<file path="config.mk">
export PLATFORM = sky130hd
export DESIGN_NAME = traffic_light_param_flat
export DESIGN_NICKNAME = d
export VERILOG_FILES = /design/src/rtl/traffic_light_param_if.sv /design/src/rtl/traffic_light_param.sv /design/src/flat_wrapper.sv
export SDC_FILE = /design/constraint.sdc
export NUM_CORES = 1
export LEC_CHECK = 0
export CAP_MARGIN = 20
export CELL_PAD_IN_SITES_DETAIL_PLACEMENT = 1
export CELL_PAD_IN_SITES_GLOBAL_PLACEMENT = 2
export CORE_MARGIN = 5
export CORE_UTILIZATION = 33
export DETAILED_ROUTE_END_ITERATION = 16
export PLACE_DENSITY = 0.86
export SKIP_CTS_REPAIR_TIMING = 1
export SLEW_MARGIN = 15
export SYNTH_ARGS = -nofsm -noshare
export SYNTH_HDL_FRONTEND = slang
export SYNTH_SLANG_ARGS = --single-unit
</file>
<file path="constraint.sdc">
create_clock -name clk -period 3.9 [get_ports clk]
set_clock_uncertainty 0.15 [all_clocks]
set_input_delay 0.975 -clock clk [delete_from_list [all_inputs] [get_ports clk]]
set_output_delay 0.975 -clock clk [all_outputs]
set_load 0.1 [all_outputs]
</file>
<file path="src/rtl/traffic_light_param_if.sv">
// Controller <-> supervisor bundle: pedestrian request in, lamps/phase/count/cycle pulse out.
// The night request wire exists only when TL_NIGHT_MODE_EN is defined.
`timescale 1ns/1ps
interface traffic_light_param_if #(
  parameter int CNT_W = 12
);
  logic             pass;
`ifdef TL_NIGHT_MODE_EN
  logic             night;
`endif
  logic             R;
  logic             G;
  logic             Y;
  logic [2:0]       phase;
  logic [CNT_W-1:0] cnt;
  logic             cycle_done;

`ifdef TL_NIGHT_MODE_EN
  modport master (output pass, output night,
                  input R, input G, input Y, input phase, input cnt, input cycle_done);
  modport slave  (input pass, input night,
                  output R, output G, output Y, output phase, output cnt, output cycle_done);
`else
  modport master (output pass,
                  input R, input G, input Y, input phase, input cnt, input cycle_done);
  modport slave  (input pass,
                  output R, output G, output Y, output phase, output cnt, output cycle_done);
`endif
endinterface

</file>
<file path="src/rtl/traffic_light_param.sv">
// Single-approach light: GREEN, BLINK_N off/on green flashes, YELLOW, RED; pass restarts at GREEN.
// Moore outputs, zero latency from state. Optional flashing-yellow night mode via TL_NIGHT_MODE_EN.
`timescale 1ns/1ps
module traffic_light_param #(
  parameter int CNT_W     = 12,
  parameter int G_CYC     = 1024,
  parameter int BLINK_CYC = 128,
  parameter int BLINK_N   = 2,
  parameter int Y_CYC     = 512,
  parameter int R_CYC     = 1024
) (
  input  logic                  clk,
  input  logic                  rst,
  traffic_light_param_if.slave  bus
);

  typedef enum logic [2:0] {
    GREEN     = 3'd0,
    BOFF      = 3'd1,
    BON       = 3'd2,
    YELLOW    = 3'd3,
    RED       = 3'd4,
    NIGHT_OFF = 3'd5,
    NIGHT_ON  = 3'd6
  } state_t;

  localparam int PAIR_W = (BLINK_N > 1) ? $clog2(BLINK_N) : 1;

  localparam logic [CNT_W-1:0]  G_LAST    = CNT_W'(G_CYC - 1);
  localparam logic [CNT_W-1:0]  B_LAST    = CNT_W'(BLINK_CYC - 1);
  localparam logic [CNT_W-1:0]  Y_LAST    = CNT_W'(Y_CYC - 1);
  localparam logic [CNT_W-1:0]  R_LAST    = CNT_W'(R_CYC - 1);
  localparam logic [PAIR_W-1:0] PAIR_LAST = PAIR_W'((BLINK_N > 0) ? BLINK_N - 1 : 0);

  state_t             state, state_nxt;
  logic [CNT_W-1:0]   cnt, cnt_nxt;
  logic [PAIR_W-1:0]  pair, pair_nxt;
  logic [CNT_W-1:0]   dur_last;
  logic               is_day;

  always_ff @(posedge clk or posedge rst) begin
    if (rst) begin
      state <= GREEN;
      cnt   <= '0;
      pair  <= '0;
    end else begin
      state <= state_nxt;
      cnt   <= cnt_nxt;
      pair  <= pair_nxt;
    end
  end

  always_comb begin
    dur_last = B_LAST;
    case (state)
      GREEN:   dur_last = G_LAST;
      YELLOW:  dur_last = Y_LAST;
      RED:     dur_last = R_LAST;
      default: dur_last = B_LAST;
    endcase
  end

  assign is_day = (state <= RED);

  // Overrides are applied last so they win: night beats pass, pass beats expiry.
  always_comb begin
    state_nxt = state;
    cnt_nxt   = cnt + 1'b1;
    pair_nxt  = pair;
    if (cnt == dur_last) begin
      cnt_nxt = '0;
      case (state)
        GREEN:     state_nxt = (BLINK_N == 0) ? YELLOW : BOFF;
        BOFF:      state_nxt = BON;
        BON: begin
          pair_nxt  = pair + 1'b1;
          state_nxt = (pair == PAIR_LAST) ? YELLOW : BOFF;
        end
        YELLOW:    state_nxt = RED;
        RED: begin
          state_nxt = GREEN;
          pair_nxt  = '0;
        end
`ifdef TL_NIGHT_MODE_EN
        NIGHT_OFF: state_nxt = NIGHT_ON;
        NIGHT_ON:  state_nxt = NIGHT_OFF;
`endif
        default:   state_nxt = GREEN;
      endcase
    end
    if (bus.pass && is_day && state != GREEN) begin
      state_nxt = GREEN;
      cnt_nxt   = '0;
      pair_nxt  = '0;
    end
`ifdef TL_NIGHT_MODE_EN
    if (bus.night && is_day) begin
      state_nxt = NIGHT_OFF;
      cnt_nxt   = '0;
      pair_nxt  = '0;
    end else if (!bus.night && !is_day) begin
      // Leaving night always grants a full red before traffic resumes.
      state_nxt = RED;
      cnt_nxt   = '0;
      pair_nxt  = '0;
    end
`endif
  end

  always_comb begin
    bus.R          = 1'b0;
    bus.G          = 1'b0;
    bus.Y          = 1'b0;
    bus.phase      = state;
    bus.cnt        = cnt;
    bus.cycle_done = (state == RED) && (cnt == R_LAST);
    case (state)
      GREEN, BON: bus.G = 1'b1;
      YELLOW:     bus.Y = 1'b1;
      RED:        bus.R = 1'b1;
`ifdef TL_NIGHT_MODE_EN
      NIGHT_ON:   bus.Y = 1'b1;
`endif
      default: ;
    endcase
  end

endmodule

</file>
<file path="src/flat_wrapper.sv">
// flat-port wrapper written by rule: the top's interface ports become plain ports
module traffic_light_param_flat 
#(
  parameter int CNT_W     = 12,
  parameter int G_CYC     = 1024,
  parameter int BLINK_CYC = 128,
  parameter int BLINK_N   = 2,
  parameter int Y_CYC     = 512,
  parameter int R_CYC     = 1024
)
  (clk, rst, bus_pass, bus_R, bus_G, bus_Y, bus_phase, bus_cnt, bus_cycle_done);
  traffic_light_param_if #(.CNT_W(CNT_W)) bus_i ();
  input  logic clk;
  input  logic rst;
  input wire logic [$bits(bus_i.pass)-1:0] bus_pass;
  output wire logic [$bits(bus_i.R)-1:0] bus_R;
  output wire logic [$bits(bus_i.G)-1:0] bus_G;
  output wire logic [$bits(bus_i.Y)-1:0] bus_Y;
  output wire logic [$bits(bus_i.phase)-1:0] bus_phase;
  output wire logic [$bits(bus_i.cnt)-1:0] bus_cnt;
  output wire logic [$bits(bus_i.cycle_done)-1:0] bus_cycle_done;
  assign bus_i.pass = bus_pass;
  assign bus_R = bus_i.R;
  assign bus_G = bus_i.G;
  assign bus_Y = bus_i.Y;
  assign bus_phase = bus_i.phase;
  assign bus_cnt = bus_i.cnt;
  assign bus_cycle_done = bus_i.cycle_done;
  traffic_light_param #(.CNT_W(CNT_W), .G_CYC(G_CYC), .BLINK_CYC(BLINK_CYC), .BLINK_N(BLINK_N), .Y_CYC(Y_CYC), .R_CYC(R_CYC)) u_core (.clk(clk), .rst(rst), .bus(bus_i));
endmodule
</file>
==> metrics.txt <==
Top delay family on crit path simple AND/OR/NAND/NOR gates; final wirelength 2770 um; CTS tree yes; Adder-Cell Fraction of Synth Area 1.16%; Syn Nets 116; simple-gate share of the synthesized area 32.0%; Rows 20; final period utilization 80.8%; worst stage delay on the critical path 0.46 ns; compound-cell area share of the yosys netlist 13.4%; post-synthesis mux area share 0.927%; Avg Inst Size Synth 9.64 um2; port bufs 21; TritonRoute pass-1 iters 4; Layout area overhead 19.1%; Clock Tree Root clkbuf_4; DRC viols 0; Clock Tree Buf Depth 2; Final Power 0.000765 W; share of layout cells above drive strength 1 26.9%; max-cap viol count 0; asr flop ratio synth 100%; unrepaired setup endpoints after global routing no; Top FF cell, synth dfrtp_1; full die area 4520 um2; Final setup viols 0; Synth cell types 42; Max-slew headroom 44.1%; gr usage total 13.8%; Vias 919; synth cell count leaders 16 x dfrtp_1, 13 x nor3_1, 9 x nor2_1, 8 x nand3_1; largest area contributor in the netlist dfrtp_1; Vias/cell 5.28; CP Max Fanout 7; crit path DAT 2.03 ns; mapped cell area 1080 um2; Seq/Total Area, Yosys 37.1%; xor/xnor share of the synthesized area 8.92%; final net count 135; WP buf/inv 1; Min-Delay Path Class reg2reg; Synth top area share 37.1%; Hold WS 0.440 ns; main combinational cell family by area after synthesis simple AND/OR/NAND/NOR gates; Power Density 595 nW/um2; final setup TNS 0 ns; Worst setup SP type register; I/O pins 22; CP Class reg2out; Die H 67.2 um; fin util 41.5%; post-layout minimum cycle time 3.15 ns; run status finished, final reports clean; post-synthesis sequential element count 16; worst-skew pair later-pin latency 0.30 ns; critical-path cell list ha_1 -> and4bb_1 -> nand2_1 -> nor3_4 -> buf_4; crit end category output pin; Syn Inst Count 112; Ys Warns 0; Avg WL per Cell 15.9 um; Die Width 67.2 um; leakage power 0.538 nW; Synth area leaders dfrtp_1 37%, nor3_1 6.0%, xnor2_1 4.9%, xor2_1 4.1%, nand3_1 3.7%; number of synthesized flops with an enable pin 0; pin count of the biggest net entering global routing 17; Final Wtd Congestion 0.767; vias in the first global route 962; initial antenna violation count 0; critical path's slowest cell dfrtp_1; Peak Freq 0.317 GHz; DP Wirelength 2050 um; H-Tree Depth 1; top-count cell post-synth dfrtp_1; Initial DRC Count 44; number of CTS-inserted buffers 3; GR Overflow Total 0; first-pass GRT wire length 4730 um; n_diodes 0; final-report max-slew violation count 0; clk slew on worst S/H paths 0.11 ns; Slew @ Worst Pin 0.838 ns; worst vdd ir 347 uV; Crit path required time 2.77 ns; core area 3100 um2; clk sinks 16; Fin. Hold Viols 0; Routed Antenna Nets 0; starting density of the core 34.8%
==> cells by family after synthesis <==
| group | after synthesis |
|---|---|
| buffers and inverters | 10 |
| muxes | 1 |
| AOI/OAI and AO/OA | 15 |
| and+or+nand+nor | 58 |
| xor gates and xnor gates | 11 |
| DFF | 16 |
| adders and majority gates | 1 |
==> registers in the layout, indices dropped and copies added (netlist names) <==
name and count:
u_core.pair 1, u_core.bus.cnt 12, u_core.bus.phase 3
==> per-stage QoR <==
stage	area (um2)	instances	worst slack [ns]
after floorplan	1090	112	0.238
after global placement	1250	170	1.18
after detailed placement	1250	170	1.08
after CTS	1290	174	0.739
after global routing	1290	174	0.628
final	1290	174	0.749
==> worst paths after layout <==
check | from | cells after the start | to | slack (ns)
setup reg to reg | u_core.bus.phase[1] | 4 | u_core.pair | 1.50
min in group asynchronous | rst | 2 | u_core.bus.cnt[2] | 0.90
hold reg to reg | u_core.bus.cnt[0] | 1 | u_core.bus.cnt[0] | 0.44
hold / removal | u_core.bus.cnt[0] | 1 | u_core.bus.cnt[0] | 0.44
setup / recovery | u_core.bus.cnt[0] | 5 | bus_cycle_done | 0.75
max in group asynchronous | rst | 2 | u_core.pair | 2.28
==> report_power, final <==
| part | switching (W) | total (W) | internal [W] |
|---|---|---|---|
| Clock | 0.0000598 | 0.000117 | 0.0000570 |
| Combinational | 0.000284 | 0.000393 | 0.000109 |
| Sequential | 0.0000596 | 0.000256 | 0.000196 |
==> worst register-to-register path: stages, from the launching register on <==
cell and delay (ns):
dfrtp_1 0.63, nor2b_2 0.29, mux2i_1 0.15, a2111oi_4 0.83, o21ai_0 0.21
==> per-layer routing <==
layer  global-route usage (%)  share of wire (%)  vias up
met2                     23.4                 49       16
met4                     4.56                1.4        0
met5                        0                  0        -
met1                     17.4                 45      458
met3                     2.83                4.3        5
li1                         -                  -      440
==> layout make-up <==
type | count | area, um2
Clock buffer | 4 | 36.3
Timing Repair Buffer | 21 | 163
Fill cell | 383 | 1820
Sequential cell | 16 | 400
Tap cell | 44 | 55.1
Multi-Input combinational cell | 86 | 621
Inverter | 3 | 11.3
==> layout by cell type, fill, tap and decap left out, types with 2 or more instances in the layout <==
cell type        instances
nor2_1                   9
nand2b_1                 2
nor3b_1                  3
nand3b_1                 2
and2_1                   2
o21ai_0                  2
nor3_1                  12
inv_1                    3
nand3_1                  8
xor2_1                   5
clkbuf_4                 3
nand2_1                  6
o21a_1                   2
dfrtp_1                 16
nand4_1                  2
clkdlybuf4s50_1          2
xnor2_1                  6
buf_4                   19
No activity file was read; power rests on OpenSTA's default activity.
